## src/rtl/serial_deser_pkg.sv

```systemverilog
// Shared state encoding, line levels and helpers for serial_frame_deserializer.
// The parity build is selected in the top with SERIAL_DESER_PARITY_EN.
package serial_deser_pkg;

  typedef enum logic [1:0] {
    ST_IDLE = 2'd0,
    ST_DATA = 2'd1,
    ST_PAR  = 2'd2,
    ST_STOP = 2'd3
  } deser_state_e;

  localparam logic START_BIT_LVL = 1'b0;
  localparam logic STOP_BIT_LVL  = 1'b1;

  // A 1-bit counter is still needed when W is small enough to round down to 0.
  function automatic int deser_cnt_width(input int w);
    return (w > 2) ? $clog2(w) : 1;
  endfunction

  // Even parity: data reduction XOR and parity bit must cancel.
  function automatic logic even_parity_bad(input logic data_xor, input logic par_bit);
    return data_xor ^ par_bit;
  endfunction

endpackage

```

## src/rtl/deser_shift_core.sv

```systemverilog
// W-bit shift register for the deserializer; shifts right (LSB-first) or
// left (MSB-first) on each enabled cycle.
module deser_shift_core #(
  parameter int W = 8
) (
  input  logic         clk,
  input  logic         reset,
  input  logic         shift_en,
  input  logic         lsb_first,
  input  logic         sin,
  output logic [W-1:0] sh
);

  // Serial-to-parallel shift register
  always_ff @(posedge clk) begin
    if (reset) begin
      sh <= {W{1'b0}};
    end else if (shift_en) begin
      if (lsb_first) begin
        sh <= {sin, sh[W-1:1]};
      end else begin
        sh <= {sh[W-2:0], sin};
      end
    end
  end

endmodule

```

## src/rtl/serial_frame_deserializer.sv

```systemverilog
// Start/data/stop frame receiver with valid/ready word output and error flags.
// Define SERIAL_DESER_PARITY_EN to add an even-parity bit and parity_err.
module serial_frame_deserializer
  import serial_deser_pkg::*;
#(
  parameter int W = 8
) (
  input  logic         clk,
  input  logic         reset,
  input  logic         sin,
  input  logic         sin_valid,
  input  logic         lsb_first,
  output logic [W-1:0] out_data,
  output logic         out_valid,
  input  logic         out_ready,
  output logic         busy,
  output logic         framing_err,
`ifdef SERIAL_DESER_PARITY_EN
  output logic         parity_err,
`endif
  output logic         overrun
);

  localparam int CW = deser_cnt_width(W);
  localparam logic [CW-1:0] LAST_BIT = CW'(W - 1);

  localparam logic [1:0] S_IDLE = ST_IDLE;
  localparam logic [1:0] S_DATA = ST_DATA;
  localparam logic [1:0] S_PAR  = ST_PAR;
  localparam logic [1:0] S_STOP = ST_STOP;

`ifdef SERIAL_DESER_PARITY_EN
  localparam logic [1:0] S_AFTER_DATA = S_PAR;
`else
  localparam logic [1:0] S_AFTER_DATA = S_STOP;
`endif

  logic [1:0]    state_r;
  logic [1:0]    state_nxt_s;
  logic [CW-1:0] cnt_r;
  logic          dir_r;
  logic [W-1:0]  sh_s;
  logic          start_s;
  logic          shift_en_s;
  logic          stop_cyc_s;
  logic          par_bad_s;
  logic          good_s;
  logic          load_s;

  assign start_s    = sin_valid && (state_r == S_IDLE) && (sin == START_BIT_LVL);
  assign shift_en_s = sin_valid && (state_r == S_DATA);
  assign stop_cyc_s = sin_valid && (state_r == S_STOP);

  deser_shift_core #(
    .W (W)
  ) u_shift (
    .clk       (clk),
    .reset     (reset),
    .shift_en  (shift_en_s),
    .lsb_first (dir_r),
    .sin       (sin),
    .sh        (sh_s)
  );

`ifdef SERIAL_DESER_PARITY_EN
  logic par_bit_r;

  // Parity bit capture
  always_ff @(posedge clk) begin
    if (reset) begin
      par_bit_r <= 1'b0;
    end else if (sin_valid && (state_r == S_PAR)) begin
      par_bit_r <= sin;
    end
  end

  assign par_bad_s = stop_cyc_s && even_parity_bad(^sh_s, par_bit_r);
`else
  assign par_bad_s = 1'b0;
`endif

  // A good frame can still land when the consumer empties the slot this cycle.
  assign good_s = stop_cyc_s && (sin == STOP_BIT_LVL) && !par_bad_s;
  assign load_s = good_s && (!out_valid || out_ready);

  // Frame sequencing; S_PAR falls through to STOP in either build
  always_comb begin
    state_nxt_s = state_r;
    if (sin_valid) begin
      case (state_r)
        S_IDLE: begin
          if (sin == START_BIT_LVL) begin
            state_nxt_s = S_DATA;
          end else begin
            state_nxt_s = S_IDLE;
          end
        end
        S_DATA: begin
          if (cnt_r == LAST_BIT) begin
            state_nxt_s = S_AFTER_DATA;
          end else begin
            state_nxt_s = S_DATA;
          end
        end
        S_PAR:   state_nxt_s = S_STOP;
        S_STOP:  state_nxt_s = S_IDLE;
        default: state_nxt_s = S_IDLE;
      endcase
    end else begin
      state_nxt_s = state_r;
    end
  end

  // State, bit counter, latched direction and busy
  always_ff @(posedge clk) begin
    if (reset) begin
      state_r <= S_IDLE;
      cnt_r   <= {CW{1'b0}};
      dir_r   <= 1'b0;
      busy    <= 1'b0;
    end else begin
      state_r <= state_nxt_s;
      busy    <= (state_nxt_s != S_IDLE);
      if (start_s) begin
        dir_r <= lsb_first;
        cnt_r <= {CW{1'b0}};
      end else if (shift_en_s && (cnt_r != LAST_BIT)) begin
        cnt_r <= cnt_r + CW'(1'b1);
      end
    end
  end

  // Output slot and error flags
  always_ff @(posedge clk) begin
    if (reset) begin
      out_data    <= {W{1'b0}};
      out_valid   <= 1'b0;
      overrun     <= 1'b0;
      framing_err <= 1'b0;
    end else begin
      if (load_s) begin
        out_data  <= sh_s;
        out_valid <= 1'b1;
      end else if (out_valid && out_ready) begin
        out_valid <= 1'b0;
      end
      if (good_s && !load_s) begin
        overrun <= 1'b1;
      end
      framing_err <= stop_cyc_s && (sin != STOP_BIT_LVL);
    end
  end

`ifdef SERIAL_DESER_PARITY_EN
  // Parity error pulse, raised in the stop cycle
  always_ff @(posedge clk) begin
    if (reset) begin
      parity_err <= 1'b0;
    end else begin
      parity_err <= par_bad_s;
    end
  end
`endif

endmodule

```

## config.mk

```make
export PLATFORM = sky130hd
export DESIGN_NAME = serial_frame_deserializer
export DESIGN_NICKNAME = d
export VERILOG_FILES = /design/src/rtl/serial_deser_pkg.sv /design/src/rtl/deser_shift_core.sv /design/src/rtl/serial_frame_deserializer.sv
export SDC_FILE = /design/constraint.sdc
export NUM_CORES = 1
export LEC_CHECK = 0
export CAP_MARGIN = 30
export CELL_PAD_IN_SITES_DETAIL_PLACEMENT = 1
export CELL_PAD_IN_SITES_GLOBAL_PLACEMENT = 2
export CORE_MARGIN = 8
export CORE_UTILIZATION = 36
export CTS_BUF_LIST = sky130_fd_sc_hd__clkbuf_8 sky130_fd_sc_hd__clkbuf_16
export DETAILED_ROUTE_END_ITERATION = 8
export PLACE_DENSITY_LB_ADDON = 0.1
export SETUP_SLACK_MARGIN = 0.3
export SLEW_MARGIN = 20
export SYNTH_ARGS = -nofsm -noshare
export SYNTH_HDL_FRONTEND = slang
export SYNTH_SLANG_ARGS = --single-unit
```

## constraint.sdc

```tcl
create_clock -name clk -period 2.9 [get_ports clk]
set_clock_uncertainty 0.15 [all_clocks]
set_input_delay 0.29 -clock clk [delete_from_list [all_inputs] [get_ports clk]]
set_output_delay 0.29 -clock clk [all_outputs]
set_load 0.1 [all_outputs]
```

-- After elaboration in Yosys (flattened, before gate mapping)
Index checks and enable logic that the tools add are counted.
- register bits after elaboration: 26
- output and inout bits: 12
- word-level logic and storage cells: 40
- add/sub/neg operators: 1
- equal/unequal tests: 5
- muxes and demuxes: 7
- bitwise logic cells: 1
- reductions and logical operators: 17
- operators with widths (cell ; number):
    $logic_and A1 B1 Y1 ; 10
    $mux W8 ; 1
    $pmux W2 S4 ; 1
    $eq A2 B2 Y1 const B ; 2
    $mux W2 ; 2
    $reduce_bool A2 Y1 ; 2
    $add A3 B1 Y3 const B ; 1
    $eq A3 B3 Y1 const B ; 1
    $mux W1 ; 3
    $ne A3 B3 Y1 const B ; 1
    $eq A2 B1 Y1 const B ; 1
    $logic_not A1 Y1 ; 2
    $logic_not A2 Y1 ; 1
    $reduce_or A2 Y1 ; 1
    $logic_or A1 B1 Y1 ; 1
    $not A1 Y1 ; 1

-- Logic depth before layout (Yosys ltp)
Gate-level depths: netlist (run 1).
- word-level depth: 6
- mapped depth: 7
- mapped depth without buffers: 5

-- Hierarchy
A second synthesis (run 1) with hierarchy kept.
- cells, all modules: 119
- area, all modules: 1213.7 µm²
- modules (own cells, without submodules) (module ; instances ; cells an instance ; area an instance (µm²) ; sequential area each (µm²)):
    serial_frame_deserializer ; 1 ; 83 ; 844.6 ; 360.3
    deser_shift_core ; 1 ; 36 ; 369.1 ; 160.2

-- Worst setup path before layout (run 1)
No wires, ideal clock.
- kind: register to register
- start: register out_valid
- end: register overrun
- arrival time: 1.525 ns
- data required time: 2.681 ns
- slack: 1.156 ns
- stages on the path, launching flop included: 4
- path buffers: 0
- clock period less this slack: 1.744 ns
- path through: dfxtp_1 > and2b_1 > a41oi_1 > nor2_1
- longest elaborated chain between the ends: 5
- RTL lines (item ; line ; RTL):
    from (decl) ; serial_frame_deserializer.sv:14 ; output logic out_valid,
    from (signal assigned) ; serial_frame_deserializer.sv:137 ; out_valid <= 1'b0;
    from (signal assigned) ; serial_frame_deserializer.sv:143 ; out_valid <= 1'b1;
    from (signal assigned) ; serial_frame_deserializer.sv:145 ; out_valid <= 1'b0;
    $logic_not A1 Y1 ; serial_frame_deserializer.sv:84 ; assign load_s = good_s && (!out_valid || out_ready);
    $logic_or A1 B1 Y1 ; serial_frame_deserializer.sv:84 ;
    $logic_and A1 B1 Y1 ; serial_frame_deserializer.sv:84 ;
    $logic_not A1 Y1 ; serial_frame_deserializer.sv:147 ; if (good_s && !load_s) begin
    $logic_and A1 B1 Y1 ; serial_frame_deserializer.sv:147 ;
    to (signal assigned) ; serial_frame_deserializer.sv:138 ; overrun <= 1'b0;
    to (signal assigned) ; serial_frame_deserializer.sv:148 ; overrun <= 1'b1;
    to (decl) ; serial_frame_deserializer.sv:21 ; output logic overrun
No other way between the ends.
A chain may end at the register's enable or synchronous reset.

-- Final worst setup path (run 1)
- start: input sin_valid
- end: register u_shift.sh[2]
- longest elaborated chain between the ends: 1
- RTL lines (item ; line ; RTL):
    from (decl) ; serial_frame_deserializer.sv:11 ; input logic sin_valid,
    $logic_and A1 B1 Y1 ; serial_frame_deserializer.sv:51 ; assign shift_en_s = sin_valid && (state_r == S_DATA);
    to (signal assigned) ; deser_shift_core.sv:17 ; sh <= {W{1'b0}};
    to (signal assigned) ; deser_shift_core.sv:20 ; sh <= {sin, sh[W-1:1]};
    to (signal assigned) ; deser_shift_core.sv:22 ; sh <= {sh[W-2:0], sin};
    to (decl) ; deser_shift_core.sv:11 ; output logic [W-1:0] sh
No other way between the ends.

==> results.md, run 1 <==
- Post-CTS resize count: 0
- Die ar.: 5550 um^2
- GRT Total Usage: 0.0923
- EDFF count, synth: 0
- Final net count: 145
- MaxCap Viol Count: 0
- Hold Vio Cnt, Final: 0
- Post-Synth Adder-Cell Area: 0.0610
- Post-DR vias/cell: 4.66
- Placed Cells: 174
- Synth Area in XOR/XNOR: 0.00711
- Insertion delay of the later-clocked pin in the worst-skew pair: 0.26 ns
- DPL Wire Length: 1680 um
- Final Slew Violations: 0
- Port bufs: 17
- Placed Area: ~1400 um^2
- Synthesis-stage register bit count: 26
- Io pins: 18
- RSZ-0062 raised after global routing: false
- Iteration-0 DRC Markers: 28
- Worst hold margin: 0.326 ns
- Worst vdd ir: 0.154 mV
- WHS Endpoint: out_data[3]$_SDFFE_PP0P_
- First-pass GRT wire length: 4080 um
- Slew @ Worst Pin: 0.566 ns
- Post-CTS Setup Inserts: 0
- WL/cell: 12.8 um
- Hold Crit Class: flip-flop to flip-flop
- Pin count of the biggest net entering global routing: 32
- Residual DRC count: 0
- Hold buffers post-CTS: 0
- Initial antenna violation count: 0
- HP Start: out_data[3]$_SDFFE_PP0P_
- Largest family of logic cells by synthesized area: simple AND/OR/NAND/NOR gates
- GRT overflow: 0
- YS warnings: 0
- Starting Density: 0.372
- Vias: 829
- Synth Area in Compound Gates: 0.0935
- Syn Nets: about 130
- Core Area: 3310 um^2
- Slowest CP cell: clkdlybuf4s50_1
- Arr. time, crit path: 1.91 ns
- Drt total wl: about 2300 um
- Ys flop type: dfxtp_1
- Post-Syn Area: 1230 um^2
- Row cnt: 21
- Commonest non-fill, non-tap cells in the layout: 26 x dfxtp_1, 19 x nand2b_1, 19 x mux2i_1
- R2R Path End: u_shift.sh[2]$_SDFFE_PP0P_
- Startpoint Class: input pin
- Fraction of the yosys area taken by sequential cells: 0.423
- Worst reg2reg path startpoint: state_r[0]$_SDFF_PP0_
- Post-route ant nets: 0
- H-tree Lvls: 1
- Unique masters post-synth: 26
- DRT Pass-1 Iters: 4
- Min cycle time layout: between 1.5 and 2 ns
- Required @ worst endpoint: a little under 3 ns
- CP max FO: 16
- Min-Delay Path Depth: 2
- R2R Setup Slk: 1.22 ns
- Fmax: ~530 MHz
- Vias in the first global route: 874
- Final TNS setup: 0 ns
- N_diodes: 0
- Final setup violation count: 0
- Status: finished clean
- Post-Layout Cell Count: around 180
- Worst R2R Path Depth: 4
- Clock Pin Slew Worst Setup and Hold Paths: approximately 0.09 ns
- CTS buffer count: 3
- CTS Buffer Depth: 2
- Tcrit/Tclk final: 0.647
- Pleak: approximately 0.53 nW
- FFs w/ async S/R, synth: 0
- Slew margin rel.: 0.622
- Critical path cell sequence: clkdlybuf4s50_1 > and2_1 > nor2_1 > a211oi_1
- WS Path Type: input pin to flip-flop
- Pwr Total: between 600 and 700 uW
- Simple-Gate Fraction of Synth Area: 0.216
- Crit. End Element: flip-flop
- TritonCTS clock tree: done
- CTS root buf: clkbuf_8
- P&R area growth vs syn: 17.3%
- Layout cell share with drive strength beyond 1: 0.182
- Die width: approximately 74 um
- Die H: between 70 and 80 um
- Placer Congestion: roughly 0.72
- Most common cell after layout, fill and taps aside: dfxtp_1
- CP max stage delay: approximately 0.74 ns
- Multiplexer share of the synthesized area: 0.154
- Sink Count: 26
- Cells after synthesis: around 120
- Syn_area_per_cell: approximately 11 um^2
- Pwr/cell area: ~470 nW/um^2
- Finished Cell Area: 1440 um^2
-- worst max-delay path by stage --
stage / start / to / cells after the start
CTS: sin_valid / u_shift.sh[2]$_SDFFE_PP0P_ / 4
finish: sin_valid / u_shift.sh[2]$_SDFFE_PP0P_ / 4
global route: sin_valid / u_shift.sh[4]$_SDFFE_PP0P_ / 4
floorplan: out_valid$_SDFFE_PP0P_ / overrun$_SDFFE_PP0P_ / 3
global placement: sin_valid / u_shift.sh[1]$_SDFFE_PP0P_ / 4
detailed placement: sin_valid / u_shift.sh[2]$_SDFFE_PP0P_ / 4
-- report_power, final --
part	internal, mW	switching [mW]
combinational	0.0298	0.0360
sequential	0.367	0.0114
clock	0.121	0.109
-- per-stage QoR --
step	util	worst slack (ns)
after CTS	0.436	1.04
after global routing	0.436	0.824
final	0.436	1.03
after detailed placement	0.420	0.747
after global placement	0.420	0.815
after floorplan	-	1.16
-- registers in the layout (all words and copies together) (netlist names) --
name,count
dir_r,1
state_r,2
out_data,8
framing_err,1
overrun,1
busy,1
cnt_r,3
out_valid,1
u_shift.sh,8
-- critical path: cells and delay by family --
family / cells / cell delay, ns
AOI/OAI and AO/OA: 1 / 0.22
and+or+nand+nor: 2 / 0.65
buffers and inverters: 1 / 0.74
-- metal layers --
metal  share of wire  vias to the layer above  global-route usage
met4          0.0048                        0              0.0261
met2            0.46                        9               0.148
met3           0.029                        2              0.0162
met5               0                        -                   0
li1                -                      428                   -
met1            0.50                      390               0.122
-- cell usage after synthesis (2+ instances only) --
| master | number | share of area |
|---|---|---|
| inv_1 | 2 | 0.0061 |
| ha_1 | 6 | 0.061 |
| a211oi_2 | 2 | 0.020 |
| nor2_1 | 15 | 0.046 |
| buf_6 | 2 | 0.018 |
| nand3b_1 | 2 | 0.012 |
| nand2b_1 | 19 | 0.097 |
| dfxtp_1 | 26 | 0.42 |
| buf_2 | 2 | 0.0081 |
| mux2i_1 | 19 | 0.15 |
| a211oi_1 | 6 | 0.037 |
| clkbuf_1 | 2 | 0.0061 |
-- area by class of cell --
| class | instances | area (um^2) |
|---|---|---|
| repair buffers | 18 | 148 |
| well taps | 46 | 57.6 |
| flip-flops and latches | 26 | 520 |
| inverters | 2 | 7.51 |
| fillers | 387 | 1870 |
| clock buffers | 4 | 55.1 |
| multi-input cells | 82 | 656 |
-- cells by family after synthesis --
group	after synthesis
flops	26
xor+xnor	1
simple gates	43
mux	19
fa+ha+maj	6
buf+inv	9
compound gates	13
(Power assumes the default switching activity.)
==> run 2, diff against run 1 <==
--- a/config.mk
+++ b/config.mk
@@ -9,7 +9,7 @@
 export CELL_PAD_IN_SITES_DETAIL_PLACEMENT = 1
 export CELL_PAD_IN_SITES_GLOBAL_PLACEMENT = 2
 export CORE_MARGIN = 8
-export CORE_UTILIZATION = 36
+export CORE_UTILIZATION = 34
 export CTS_BUF_LIST = sky130_fd_sc_hd__clkbuf_8 sky130_fd_sc_hd__clkbuf_16
 export DETAILED_ROUTE_END_ITERATION = 8
 export PLACE_DENSITY_LB_ADDON = 0.1
==> constraint.sdc (replaced) <==
create_clock -name clk -period 1.85 [get_ports clk]
set_clock_uncertainty 0.15 [all_clocks]
set_input_delay 0.185 -clock clk [delete_from_list [all_inputs] [get_ports clk]]
set_output_delay 0.185 -clock clk [all_outputs]
set_load 0.1 [all_outputs]
==> run 2 against run 1 <==
Critical path depth is the same. Die area increased by 4.6%. Final cell count up 2.2%. First-iteration DRC count is 7.1% lower. Clock power grew 58%. Setup slack worse by 0.62 ns. Count of clock-buffer cells in the layout stayed put. Global-route usage shrank 0.61 points. Critical endpoint is now out_data[1]$_SDFFE_PP0P_. Largest power group unchanged.
==> results.md, run 2 (synthesized netlist as in run 1, its figures left out) <==
- Sink Count: 26 (unchanged)
- Clock Power Share: 0.341 (was 0.342)
- Pleak: 0.547 nW (was 0.530 nW)
- Status: finished clean (unchanged)
- Family with the most delay on the worst path: flip-flops (was buffers and inverters)
- Iteration-0 DRC Markers: 26 (was 28)
- Net switching power: 253 uW (was 157 uW)
- Sequential share of power: 0.554 (was 0.561)
- Pwr Total: 1.07 mW (was 674 uW)
- WL/cell: 13.1 um (was 12.8 um)
- Logic gate share of total power: 0.105 (was 0.098)
- N_diodes: 0 (unchanged)
- Die width: 76.2 um (was 74.5 um)
- WS Path Type: flip-flop to flip-flop (was input pin to flip-flop)
- Largest regs: out_data (8), u_shift.sh (8), cnt_r (3) (unchanged)
- DPL Wire Length: 1810 um (was 1680 um)
- R2R Setup Slk: 0.40 ns (was 1.22 ns)
- H-tree Lvls: 1 (unchanged)
- Worst reg2reg path startpoint: state_r[0]$_SDFF_PP0_ (unchanged)
- Die ar.: 5800 um^2 (was 5550 um^2)
- Final Slew Violations: 0 (unchanged)
- Pint: 819 uW (was 517 uW)
- R2R Path End: out_data[1]$_SDFFE_PP0P_ (was u_shift.sh[2]$_SDFFE_PP0P_)
- Post-CTS Setup Inserts: 0 (unchanged)
- CP max FO: 8 (was 16)
- Residual DRC count: 0 (unchanged)
- CTS root buf: clkbuf_8 (unchanged)
- Io pins: 18 (unchanged)
- Fill count: 415 (was 387)
- Pin count of the biggest net entering global routing: 32 (unchanged)
- Hold Vio Cnt, Final: 0 (unchanged)
- Final TNS setup: 0 ns (unchanged)
- Slew margin rel.: 0.670 (was 0.622)
- Die H: 76.2 um (was 74.5 um)
- Min cycle time layout: 1.45 ns
- Tcrit/Tclk final: 0.783
- Sw Share: 0.236 (was 0.233)
- Worst R2R Path Depth: 4 (unchanged)
- Initial antenna violation count: 0 (unchanged)
- Core Area: 3580 um^2 (was 3310 um^2)
- Drt total wl: 2390 um (was 2280 um)
- Worst vdd ir: 0.422 mV (was 0.154 mV)
- Layout cell share with drive strength beyond 1: 0.224 (was 0.182)
- Fmax: just under 700 MHz
- Worst Setup SP: state_r[0]$_SDFF_PP0_ (was sin_valid)
- Vias: 856 (was 829)
- CP max stage delay: 0.39 ns (was 0.74 ns)
- P&R area growth vs syn: 20.7% (was 17.3%)
- RSZ-0062 raised after global routing: false (unchanged)
- Placer Congestion: 0.693 (was 0.718)
- First-pass GRT wire length: 4280 um (was 4080 um)
- Insertion delay of the later-clocked pin in the worst-skew pair: 0.27 ns (was 0.26 ns)
- CTS Buffer Depth: 2 (unchanged)
- GRT Total Usage: 0.0862 (was 0.0923)
- MaxCap Viol Count: 0 (unchanged)
- Port bufs: 17 (unchanged)
- DRT Pass-1 Iters: 2 (was 4)
- Row cnt: 22 (was 21)
- Required @ worst endpoint: 1.90 ns (was 2.93 ns)
- Most common cell after layout, fill and taps aside: dfxtp_1 (unchanged)
- Slowest CP cell: dfxtp_2 (was clkdlybuf4s50_1)
- CTS buffer count: 3 (unchanged)
- Hold buffers post-CTS: 0 (unchanged)
- Cell count along the critical path: 4 (unchanged)
- Post-DR vias/cell: 4.70 (was 4.66)
- Final setup violation count: 0 (unchanged)
- Slew @ Worst Pin: 0.494 ns (was 0.566 ns)
- Vias in the first global route: 880 (was 874)
- Arr. time, crit path: 1.50 ns (was 1.91 ns)
- Final net count: 147 (was 145)
- Startpoint Class: flip-flop (was input pin)
- Clock Pin Slew Worst Setup and Hold Paths: 0.09 ns (about the same)
- Crit. End Element: flip-flop (unchanged)
- End of the critical path: out_data[1]$_SDFFE_PP0P_ (was u_shift.sh[2]$_SDFFE_PP0P_)
- Commonest non-fill, non-tap cells in the layout: 23 x dfxtp_1, 19 x nand2b_1, 19 x mux2i_1 (was 26 x dfxtp_1, 19 x nand2b_1, 19 x mux2i_1)
- GRT overflow: 0 (unchanged)
- Critical path cell sequence: ha_1 > nand3_4 > nor2_8 > mux2i_1 (was clkdlybuf4s50_1 > and2_1 > nor2_1 > a211oi_1)
- Pwr/cell area: 721 nW/um^2 (was 467 nW/um^2)
- TritonCTS clock tree: done (unchanged)
- Hold Crit Class: flip-flop to flip-flop (unchanged)
- Buf/Inv on CP: 0 (was 1)
- Post-route ant nets: 0 (unchanged)
- Starting Density: 0.344 (was 0.372)
-- run 2: worst min-delay path by stage --
stage | startpoint | to | slack (ns) | depth (start not counted)
floorplan | reset | state_r[0]$_SDFF_PP0_ | 0.11 | 1
global placement | overrun$_SDFFE_PP0P_ | overrun$_SDFFE_PP0P_ | 0.31 | 2
detailed placement | out_data[0]$_SDFFE_PP0P_ | out_data[0]$_SDFFE_PP0P_ | 0.32 | 2
CTS | out_data[0]$_SDFFE_PP0P_ | out_data[0]$_SDFFE_PP0P_ | 0.34 | 2
global route | overrun$_SDFFE_PP0P_ | overrun$_SDFFE_PP0P_ | 0.38 | 2
finish | out_data[0]$_SDFFE_PP0P_ | out_data[0]$_SDFFE_PP0P_ | 0.33 | 2
-- run 2: area by class of cell --
type	instances	area [um^2]	area share
inverters	2	7.51	0.00505
well taps	48	60.1	0.0404
repair buffers	20	179	0.120
clock buffers	4	55.1	0.0370
flip-flops and latches	26	524	0.353
multi-input cells	82	661	0.444
-- run 2: worst min-delay path: stages, from the launching register on --
cell and delay [ns]:
dfxtp_1 0.32, nand2b_1 0.06, mux2i_1 0.05
-- run 2: what timing repair did --
item | 4_1_cts | 5_1_grt
endpoints found under the setup margin | 1 | 7
pin swaps | 0 | 1
gates resized for setup | 1 | 3
cloned | 0 | 0
-- run 2: through the flow --
step	util	setup slack (ns)	cells	instance area [um^2]	hold slack [ns]
5_1_grt	0.415	0.301	182	1490	0.378
3_5_place_dp	0.397	0.189	178	1420	0.320
3_3_place_gp	0.397	0.234	178	1420	0.309
2_1_floorplan	-	0.427	117	1230	0.107
4_1_cts	0.413	0.374	182	1480	0.335
6_report	0.415	0.401	182	1490	0.328
-- run 2: metal layers --
metal	vias to the layer above	wire length (um)	share of wire	GRT usage
met4	0	21	0.0088	0.0231
li1	434	-	-	-
met2	16	1000	0.42	0.126
met3	4	109	0.046	0.0259
met5	-	0	0	0
met1	402	1260	0.53	0.119
-- run 2: power by group through the flow --
stage / combinational, mW / sequential, mW / clock [mW]
after floorplan: 0.0740 / 0.610 / 0
after global placement: 0.110 / 0.607 / 0
after detailed placement: 0.112 / 0.606 / 0
after CTS: 0.112 / 0.594 / 0.384
after global routing: 0.124 / 0.597 / 0.413
final: 0.112 / 0.593 / 0.366
